## src/rtl/alu_pkg.sv

```systemverilog
// -----------------------------------------------------------------------------
// alu_pkg
// Shared definitions for the EX-stage ALU and the blocks that borrow it.
//   - ALU opcode constants (5-bit ALUCode)
//   - state encoding for the alu_mul_seq multiply sequencer
//   - WIDTH: datapath width of the shared ALU
// -----------------------------------------------------------------------------
package alu_pkg;

   localparam int WIDTH  = 16;
   localparam int CODE_W = 5;

   // Full ALU opcode set
   localparam logic [CODE_W-1:0] ALU_NOP  = 5'd0;
   localparam logic [CODE_W-1:0] ALU_AND  = 5'd1;
   localparam logic [CODE_W-1:0] ALU_OR   = 5'd2;
   localparam logic [CODE_W-1:0] ALU_XOR  = 5'd3;
   localparam logic [CODE_W-1:0] ALU_ADD  = 5'd4;
   localparam logic [CODE_W-1:0] ALU_ADDC = 5'd5;
   localparam logic [CODE_W-1:0] ALU_INC  = 5'd6;
   localparam logic [CODE_W-1:0] ALU_SUB  = 5'd7;
   localparam logic [CODE_W-1:0] ALU_DEC  = 5'd8;
   localparam logic [CODE_W-1:0] ALU_SUBC = 5'd9;
   localparam logic [CODE_W-1:0] ALU_SLL  = 5'd10;
   localparam logic [CODE_W-1:0] ALU_SRL  = 5'd11;
   localparam logic [CODE_W-1:0] ALU_SRA  = 5'd12;
   localparam logic [CODE_W-1:0] ALU_PASA = 5'd13;
   localparam logic [CODE_W-1:0] ALU_PASB = 5'd14;
   localparam logic [CODE_W-1:0] ALU_NOT  = 5'd15;

   // Multiply sequencer state encoding
   localparam logic [2:0] MUL_ST_IDLE   = 3'd0;
   localparam logic [2:0] MUL_ST_RUN    = 3'd1;
   localparam logic [2:0] MUL_ST_NEG_LO = 3'd2;
   localparam logic [2:0] MUL_ST_NEG_HI = 3'd3;
   localparam logic [2:0] MUL_ST_DONE   = 3'd4;

   typedef enum logic [2:0] {
      S_IDLE   = MUL_ST_IDLE,
      S_RUN    = MUL_ST_RUN,
      S_NEG_LO = MUL_ST_NEG_LO,
      S_NEG_HI = MUL_ST_NEG_HI,
      S_DONE   = MUL_ST_DONE
   } mul_state_e;

endpackage

```

## src/rtl/alu_mul_seq.sv

```systemverilog
// -----------------------------------------------------------------------------
// alu_mul_seq
// Multi-cycle WIDTH x WIDTH shift-add multiplier that borrows the shared
// combinational EX-stage ALU. One ADD per cycle accumulates the partial
// product; the ALU result and carry are shifted into the hi/lo register pair.
//
// Optional feature (macro ALU_MUL_SIGNED_EN): adds input op_signed. Signed
// operands are reduced to magnitudes at capture; a negative result is
// two's-complemented afterwards with a SUB (low half) and SUBC (high half).
//
// Ports:
//   clk, rst_n         clock, asynchronous active-low reset
//   start              request pulse, honoured only in IDLE
//   op_a, op_b         multiplicand / multiplier, captured on accepted start
//   op_signed          (ALU_MUL_SIGNED_EN only) signed request
//   alu_own            sequencer owns the ALU inputs this cycle
//   alu_code/a/b/cf_in ALU drive lines
//   alu_out, alu_cf    combinational ALU result / carry-borrow
//   busy               operation in flight (pipeline stalls on this)
//   done               one-cycle pulse, product valid
//   prod_hi, prod_lo   product halves, held until the next result
//
// All outputs are registered: the ALU drive for a state is computed from the
// next-state values and loaded on the edge that enters that state, so the
// ALU sees it for the whole cycle and no combinational loop through the ALU
// exists.
// -----------------------------------------------------------------------------
module alu_mul_seq #(
   parameter int WIDTH = 16,
   parameter int CNT_W = 4
) (
   input  logic             clk,
   input  logic             rst_n,
   input  logic             start,
   input  logic [WIDTH-1:0] op_a,
   input  logic [WIDTH-1:0] op_b,
`ifdef ALU_MUL_SIGNED_EN
   input  logic             op_signed,
`endif
   output logic             alu_own,
   output logic [4:0]       alu_code,
   output logic [WIDTH-1:0] alu_a,
   output logic [WIDTH-1:0] alu_b,
   output logic             alu_cf_in,
   input  logic [WIDTH-1:0] alu_out,
   input  logic             alu_cf,
   output logic             busy,
   output logic             done,
   output logic [WIDTH-1:0] prod_hi,
   output logic [WIDTH-1:0] prod_lo
);
   import alu_pkg::*;

   mul_state_e       state_r, state_s;
   logic [CNT_W-1:0] count_r, count_s;
   logic [WIDTH-1:0] hi_r, hi_s, lo_r, lo_s, mcand_r, mcand_s;
   logic [WIDTH-1:0] prod_hi_r, prod_hi_s, prod_lo_r, prod_lo_s;
   logic             own_r, own_s, cf_in_r, cf_in_s, busy_r, busy_s, done_r, done_s;
   logic [4:0]       code_r, code_s;
   logic [WIDTH-1:0] a_r, a_s, b_r, b_s;
   logic             neg_r, neg_s, borrow_r, borrow_s;
   logic             sgn_s;

`ifdef ALU_MUL_SIGNED_EN
   assign sgn_s = op_signed;
`else
   assign sgn_s = 1'b0;
`endif

   // Two's-complement magnitude of a signed operand; unsigned passes through
   function automatic logic [WIDTH-1:0] mag(input logic [WIDTH-1:0] v, input logic sgn);
      if (sgn && v[WIDTH-1]) begin
         mag = ~v + {{(WIDTH-1){1'b0}}, 1'b1};
      end else begin
         mag = v;
      end
   endfunction

   // Next-state and datapath update
   always_comb begin
      state_s  = state_r;
      count_s  = count_r;
      hi_s     = hi_r;
      lo_s     = lo_r;
      mcand_s  = mcand_r;
      neg_s    = neg_r;
      borrow_s = borrow_r;
      case (state_r)
         S_IDLE: begin
            if (start) begin
               mcand_s  = mag(op_a, sgn_s);
               lo_s     = mag(op_b, sgn_s);
               hi_s     = '0;
               count_s  = '0;
               neg_s    = sgn_s & (op_a[WIDTH-1] ^ op_b[WIDTH-1]);
               borrow_s = 1'b0;
               state_s  = S_RUN;
            end else begin
               state_s  = S_IDLE;
            end
         end
         S_RUN: begin
            // Carry-out becomes the new MSB; the sum's LSB drops into lo
            hi_s    = {alu_cf, alu_out[WIDTH-1:1]};
            lo_s    = {alu_out[0], lo_r[WIDTH-1:1]};
            count_s = count_r + {{(CNT_W-1){1'b0}}, 1'b1};
            // Last iteration is the one that starts with count at WIDTH-1
            if (count_r == CNT_W'(WIDTH-1)) begin
               state_s = neg_r ? S_NEG_LO : S_DONE;
            end else begin
               state_s = S_RUN;
            end
         end
`ifdef ALU_MUL_SIGNED_EN
         S_NEG_LO: begin
            lo_s     = alu_out;
            borrow_s = alu_cf;
            state_s  = S_NEG_HI;
         end
         S_NEG_HI: begin
            hi_s    = alu_out;
            state_s = S_DONE;
         end
`endif
         S_DONE: begin
            state_s = S_IDLE;
         end
         default: begin
            state_s = S_IDLE;
         end
      endcase
   end

   // Output decode for the state being entered
   always_comb begin
      own_s     = 1'b0;
      code_s    = ALU_NOP;
      a_s       = '0;
      b_s       = '0;
      cf_in_s   = 1'b0;
      busy_s    = 1'b0;
      done_s    = 1'b0;
      prod_hi_s = prod_hi_r;
      prod_lo_s = prod_lo_r;
      case (state_s)
         S_RUN: begin
            own_s  = 1'b1;
            code_s = ALU_ADD;
            a_s    = hi_s;
            b_s    = lo_s[0] ? mcand_s : '0;
            busy_s = 1'b1;
         end
         S_NEG_LO: begin
            own_s  = 1'b1;
            code_s = ALU_SUB;
            b_s    = lo_s;
            busy_s = 1'b1;
         end
         S_NEG_HI: begin
            own_s   = 1'b1;
            code_s  = ALU_SUBC;
            b_s     = hi_s;
            cf_in_s = borrow_s;
            busy_s  = 1'b1;
         end
         S_DONE: begin
            done_s    = 1'b1;
            prod_hi_s = hi_s;
            prod_lo_s = lo_s;
         end
         default: begin
            own_s = 1'b0;
         end
      endcase
   end

   // State, datapath and registered output update
   always_ff @(posedge clk or negedge rst_n) begin
      if (!rst_n) begin
         state_r   <= S_IDLE;
         count_r   <= '0;
         hi_r      <= '0;
         lo_r      <= '0;
         mcand_r   <= '0;
         neg_r     <= 1'b0;
         borrow_r  <= 1'b0;
         prod_hi_r <= '0;
         prod_lo_r <= '0;
         own_r     <= 1'b0;
         code_r    <= ALU_NOP;
         a_r       <= '0;
         b_r       <= '0;
         cf_in_r   <= 1'b0;
         busy_r    <= 1'b0;
         done_r    <= 1'b0;
      end else begin
         state_r   <= state_s;
         count_r   <= count_s;
         hi_r      <= hi_s;
         lo_r      <= lo_s;
         mcand_r   <= mcand_s;
         neg_r     <= neg_s;
         borrow_r  <= borrow_s;
         prod_hi_r <= prod_hi_s;
         prod_lo_r <= prod_lo_s;
         own_r     <= own_s;
         code_r    <= code_s;
         a_r       <= a_s;
         b_r       <= b_s;
         cf_in_r   <= cf_in_s;
         busy_r    <= busy_s;
         done_r    <= done_s;
      end
   end

   assign alu_own   = own_r;
   assign alu_code  = code_r;
   assign alu_a     = a_r;
   assign alu_b     = b_r;
   assign alu_cf_in = cf_in_r;
   assign busy      = busy_r;
   assign done      = done_r;
   assign prod_hi   = prod_hi_r;
   assign prod_lo   = prod_lo_r;

endmodule

```

## config.mk

```make
export PLATFORM = sky130hd
export DESIGN_NAME = alu_mul_seq
export DESIGN_NICKNAME = d
export VERILOG_FILES = /design/src/rtl/alu_pkg.sv /design/src/rtl/alu_mul_seq.sv
export SDC_FILE = /design/constraint.sdc
export NUM_CORES = 1
export LEC_CHECK = 0
export BUFFER_PORTS_ARGS = -buffer_cell sky130_fd_sc_hd__buf_4
export CAP_MARGIN = 20
export CORE_MARGIN = 8
export CORE_UTILIZATION = 50
export DETAILED_ROUTE_END_ITERATION = 8
export GPL_TIMING_DRIVEN = 1
export PLACE_DENSITY = 0.8
export SLEW_MARGIN = 40
export SYNTH_ARGS = -nofsm -noshare
export SYNTH_HDL_FRONTEND = slang
export SYNTH_SLANG_ARGS = --single-unit
```

## constraint.sdc

```tcl
create_clock -name clk -period 2.1 [get_ports clk]
set_input_delay 0.21 -clock clk [delete_from_list [all_inputs] [get_ports clk]]
set_output_delay 0.21 -clock clk [all_outputs]
set_load 0.005 [all_outputs]
```

==> results.json, run 1 <==
{
  "irDropWorstVdd_mv": 0.685,
  "hold_viol": 0,
  "die-area_sq_um": 11100,
  "slowest_stage": "and2b_1",
  "status": "completed",
  "synth-seq-cells": 103,
  "cp-end-kind": "flop",
  "first_global_vias": 2953,
  "switching_share": 0.306,
  "gr-total-overflow": 0,
  "comb_power_share": 0.368,
  "die_y_um": 106,
  "timing.rr.start": "count_r[0]",
  "r2r-end": "alu_a[15]",
  "netlist-cell-type-count": 30,
  "dp_hpwl_um": 6510,
  "yosys.area.top_type": "dfrtp_1",
  "final_cell_mix": "131 x buf_4, 103 x dfrtp_1, 31 x o21ai_0",
  "drc": 0,
  "power_frac_clock": 0.180,
  "regToRegSetupSlack_ps": 330,
  "met3_usage": 0.0560,
  "syn_avg_cell_area_sq_um": 12.9,
  "synth_edf_count": 0,
  "layout.nets": 485,
  "path_cells": "ha_1, and3_1, buf_4, and2b_1, and2_1",
  "setup_viol": 0,
  "synthTopCellsByArea": "dfrtp_1 64%, mux2_2 6.7%, o21ai_0 3.9%",
  "clk_path_buf_depth": 2,
  "io_buffers": 119,
  "tritoncts": "yes",
  "critPathMaxFanout": 20,
  "cp-start-kind": "flop",
  "worst_pin_slew_ps": 620,
  "ys_seq_area_frac": 0.644,
  "cts_max_level": 3,
  "switchingPower_uw": 2220,
  "required_ps": 2400,
  "rsz0062_at_grt": "false",
  "cts_resized": 0,
  "wl_per_cell_um": 16.9,
  "grt_use_met1": 0.197,
  "dpl-instance-area_sq_um": 4980,
  "hp-class": "in -> reg",
  "crit_type": "reg -> reg",
  "yosys_warnings": 0,
  "die_w_um": 106,
  "power_frac_seq": 0.452,
  "min_from": "alu_out[13]",
  "holdWs_ps": 59.8,
  "maxCapViolCount": 0,
  "final_layout_size_suffix_gt1_frac": 0.417,
  "slew_violations": 0,
  "p_leak_uw": 0.00254,
  "routed_wl_um": 9080,
  "cts.clk_slew.worst_paths_ps": 100,
  "clock.fmax_mhz": 566,
  "insertion_delay_ps": 360,
  "pin_count": 125,
  "core_area_sq_um": 7730,
  "synthCells": 311,
  "viasPerCell": 5.07,
  "clock_skew_ps": 12.8,
  "area_growth_pct": 29.7,
  "period_share": 0.841,
  "row_count": 32,
  "diodes": 0,
  "power_density_nw_per_um2": 1400,
  "min_path_cells": 2,
  "max_stage_delay_ps": 490,
  "fin_setup_tns_ps": 0,
  "grt_pass1_wl_um": 14900,
  "reg2reg_depth": 5,
  "async_flop_share": 1.00,
  "start_util": 0.518,
  "grt_max_degree": 45,
  "synth_area_sq_um": 4010,
  "min_to": "alu_a[12]",
  "grt_usage": 0.166,
  "final_common_cell": "buf_4",
  "use_met2": 0.275,
  "slew_headroom": 0.585,
  "drt_iter0_drc": 109,
  "dr_total_vias": 2725,
  "final_cell_area_sq_um": 5190,
  "synth_top_area_frac": 0.644,
  "dr.pass1.iters": 4,
  "path_buf_inv": 1,
  "cts-root-buf": "clkbuf_8",
  "p_int_uw": 5030,
  "period_minus_slack_ps": 1770,
  "worst_path_dominant_cell_family": "simple AND/OR/NAND/NOR gates",
  "numCtsBuffers": 9,
  "drt.antenna.violating_nets": 0,
  "gp_congestion": 0.747,
  "grt-busiest-layer": "met2",
  "clkSinkCount": 103,
  "power_uw": 7260,
  "cp_data_arrival_time_ps": 2060,
  "antenna_found_initial": 0,
  "ys.flop_type": "dfrtp_1"
}
-- repair_timing --
| action | CTS | global route |
|---|---|---|
| setup buffers | 0 | 0 |
| hold endpoints to repair | 34 | 0 |
| hold buffers | 1 | 0 |
-- worst reg2reg max path, stage by stage, from the launching register on --
cell and delay [ps]:
dfrtp_1 410, ha_1 250, and3_1 170, buf_4 210
and2b_1 490, and2_1 200
-- per-layer routing --
metal | share of wire | vias up
met1 | 0.41 | 1360
met5 | 0 | -
met2 | 0.50 | 92
met4 | 0.012 | 0
met3 | 0.077 | 12
li1 | - | 1261
-- cells in the mapped netlist, types with 2 or more instances --
| cell type | number |
|---|---|
| dfrtp_1 | 103 |
| o21ai_0 | 31 |
| mux2_2 | 24 |
| and2_1 | 19 |
| nor2b_1 | 17 |
| inv_1 | 16 |
| nand3_1 | 16 |
| a22oi_1 | 15 |
| nand2_1 | 15 |
| mux2_4 | 9 |
| buf_2 | 8 |
| buf_4 | 8 |
| clkbuf_1 | 7 |
| buf_6 | 3 |
| a21oi_1 | 2 |
| a22o_1 | 2 |
| mux2i_1 | 2 |
| nand2b_1 | 2 |
-- cells by family (layout without fill, tap and decap cells) --
| logic type | Yosys count | after routing | synth area share |
|---|---|---|---|
| flip-flops | 103 | 103 | 0.644 |
| buffers and inverters | 43 | 164 | 0.0587 |
| other | 1 | 5 | 0.000936 |
| AO/OA/AOI/OAI | 53 | 53 | 0.0800 |
| AND/OR/NAND/NOR | 75 | 75 | 0.107 |
| multiplexers | 35 | 35 | 0.106 |
| adder cells (fa/ha/maj) | 1 | 1 | 0.00312 |
-- layout make-up --
| cell class | count | area (sq um) |
|---|---|---|
| Sequential cell | 103 | 2580 |
| Fill cell | 592 | 2530 |
| Multi-Input combinational cell | 169 | 1210 |
| Timing Repair Buffer | 133 | 1010 |
| Clock buffer | 10 | 128 |
| Tap cell | 102 | 128 |
| Clock inverter | 5 | 81.3 |
| Inverter | 16 | 60.1 |
-- registers in the layout, indices dropped and copies added (netlist names), 2 cells and up --
name	flops
prod_hi	16
state_r	2
prod_lo	16
lo_r	15
mcand_r	16
count_r	4
alu_b	16
alu_a	16
-- per-stage QoR --
stage	instances	utilization	worst slack, ps
2_1_floorplan	315	-	533
3_3_place_gp	522	0.644	438
3_5_place_dp	522	0.644	359
4_1_cts	538	0.672	339
5_1_grt	538	0.672	238
6_report	538	0.672	334
-- worst max-delay path by stage --
stage,start,to,slack (ps),depth (start not counted)
after global routing,count_r[0],alu_a[0],240,5
after global placement,count_r[0],alu_a[15],440,5
final,count_r[0],alu_a[15],330,5
after detailed placement,count_r[0],alu_a[15],360,5
after CTS,count_r[0],alu_a[15],340,5
after floorplan,state_r[0],alu_b[10],530,5
-- power by group through the flow --
| stage | logic [uW] | registers (uW) | clock network (uW) |
|---|---|---|---|
| after global placement | 2600 | 3280 | 0 |
| after CTS | 2720 | 3290 | 1340 |
| after detailed placement | 2710 | 3310 | 0 |
| final | 2670 | 3280 | 1310 |
| after global routing | 2950 | 3380 | 1420 |
| after floorplan | 1430 | 3260 | 0 |
Note: power is estimated with default switching activity, not from simulation.
==> inputs of run 2 (changes only) <==
Clock period 2.1 ns to 1.64 ns, I/O delays scaled along.
==> run 2 against run 1 <==
Worst hold slack worse by 42 ps. Largest cell class unchanged. Die area unchanged. Sequential share of layout area shrank 0.63 points. Highest routed layer unchanged.
==> results.json, run 2 (same netlist as run 1, synthesis figures left out) <==
{
  "die-area_sq_um": 11100,
  "start_util": 0.518,
  "clk_path_buf_depth": 2,
  "holdWs_ps": 17.8,
  "final_common_cell": "buf_4",
  "dp_slack_ps": -102,
  "area_growth_pct": 31.4,
  "nFillCells": 587,
  "slew_violations": 0,
  "insertion_delay_ps": 360,
  "gp_congestion": 0.776,
  "first_global_vias": 2893,
  "cp-start-kind": "flop",
  "final_layout_size_suffix_gt1_frac": 0.426,
  "slew_headroom": 0.660,
  "maxCapViolCount": 0,
  "drt_iter0_drc": 99,
  "worst_pin_slew_ps": 509,
  "switching_share": 0.312,
  "power_frac_seq": 0.458,
  "routed_wl_um": 9220,
  "critPathMaxFanout": 16,
  "hold_viol": 0,
  "status": "completed",
  "drt.antenna.violating_nets": 0,
  "cp_data_arrival_time_ps": 1810,
  "clkSinkCount": 103,
  "cts-root-buf": "clkbuf_8",
  "die_y_um": 106,
  "path_cells": "ha_1, and3_1, and2_4, buf_12, mux2_2",
  "power_frac_clock": 0.158,
  "antenna_found_initial": 0,
  "diodes": 0,
  "wl_per_cell_um": 17.0,
  "clock.fmax_mhz": 635,
  "pin_count": 125,
  "p_leak_uw": 0.00256,
  "core_area_sq_um": 7730,
  "comb_power_share": 0.384,
  "die_w_um": 106,
  "cp-end-kind": "flop",
  "dr_total_vias": 2745,
  "required_ps": 1870,
  "drc": 0,
  "row_count": 32,
  "dp_hpwl_um": 6790,
  "cts.clk_slew.worst_paths_ps": 100,
  "clock_skew_ps": 13.4,
  "final_cell_mix": "129 x buf_4, 103 x dfrtp_1, 31 x o21ai_0",
  "final_util": 0.681,
  "layout.nets": 489,
  "irDropWorstVdd_mv": 1.03,
  "tritoncts": "yes",
  "gr-total-overflow": 0,
  "final_cell_area_sq_um": 5260,
  "hp-class": "in -> reg",
  "numCtsBuffers": 9,
  "setup_viol": 0,
  "crit_type": "reg -> reg",
  "switchingPower_uw": 2870,
  "dr.pass1.iters": 4,
  "period_share": 0.961,
  "cts_max_level": 3,
  "power_density_nw_per_um2": 1750,
  "viasPerCell": 5.06,
  "grt_pass1_wl_um": 14700,
  "max_stage_delay_ps": 380,
  "grt_max_degree": 50,
  "post-cts-setup-buffers": 0,
  "slowest_stage": "dfrtp_1",
  "grt_usage": 0.165,
  "dpl-instance-area_sq_um": 5050,
  "p_int_uw": 6320,
  "period_minus_slack_ps": 1580,
  "io_buffers": 119,
  "rsz0062_at_grt": "false",
  "layout_setup_ws_ps": 64.0
}
[run 2: changes by cell type in the layout (fill, tap and decap cells not counted), sizes merged]
cell         before  now
bufinv            2    0
clkinvlp          1    2
clkbuf           10   12
buf             132  135
dlygate4sd3       1    2
[run 2: metrics by stage]
step	power, uW	TNS [ps]	std cells
floorplan	6000	0	315
global placement	7620	0	525
detailed placement	7810	-1140	525
CTS	9280	0	543
global route	9820	0	543
finish	9190	0	543
[run 2: power by group through the flow]
stage	Clock [uW]	Combinational [uW]	Sequential, uW
CTS	1490	3580	4210
finish	1450	3530	4210
detailed placement	0	3560	4250
floorplan	0	1830	4180
global route	1610	3890	4320
global placement	0	3420	4200
[run 2: worst max-delay path: cells and delay by family (launching register included)]
| kind | cells | cell delay (ps) |
|---|---|---|
| and+or+nand+nor | 2 | 390 |
| DFF | 1 | 380 |
| muxes | 1 | 350 |
| adders and majority gates | 1 | 180 |
| buffers and inverters | 1 | 160 |
[run 2: final timing paths]
kind	start	endpoint	slack [ps]	depth (start not counted)
max in group asynchronous	rst_n	prod_hi[11]	850	3
max	count_r[0]	prod_lo[13]	60	5
min in group asynchronous	rst_n	alu_b[12]	240	2
max reg2reg	count_r[0]	prod_lo[13]	60	5
min	alu_out[13]	alu_a[12]	20	2
min reg2reg	mcand_r[4]	mcand_r[4]	500	1
[run 2: timing repair]
action | 4_1_cts | 5_1_grt
gates resized for setup | 1 | 4
pin swaps | 0 | 0
setup endpoints to repair | 16 | 32
hold endpoints to repair | 43 | 0
hold buffers | 2 | 0
[run 2: final cells by class]
class / instances / area [sq um] / share of cell area
clock buffers: 12 / 155 / 0.0295
clock inverters: 4 / 28.8 / 0.00547
repair buffers: 137 / 1100 / 0.209
multi-input cells: 169 / 1210 / 0.230
well taps: 102 / 128 / 0.0243
flip-flops and latches: 103 / 2580 / 0.490
inverters: 16 / 60.1 / 0.0114
[run 2: per-layer routing]
| metal | global-route usage | part of all wire | vias up |
|---|---|---|---|
| met5 | 0 | 0 | - |
| met4 | 0.0573 | 0.016 | 0 |
| met3 | 0.0615 | 0.080 | 15 |
| met2 | 0.264 | 0.49 | 103 |
| met1 | 0.202 | 0.42 | 1352 |
| li1 | - | - | 1275 |
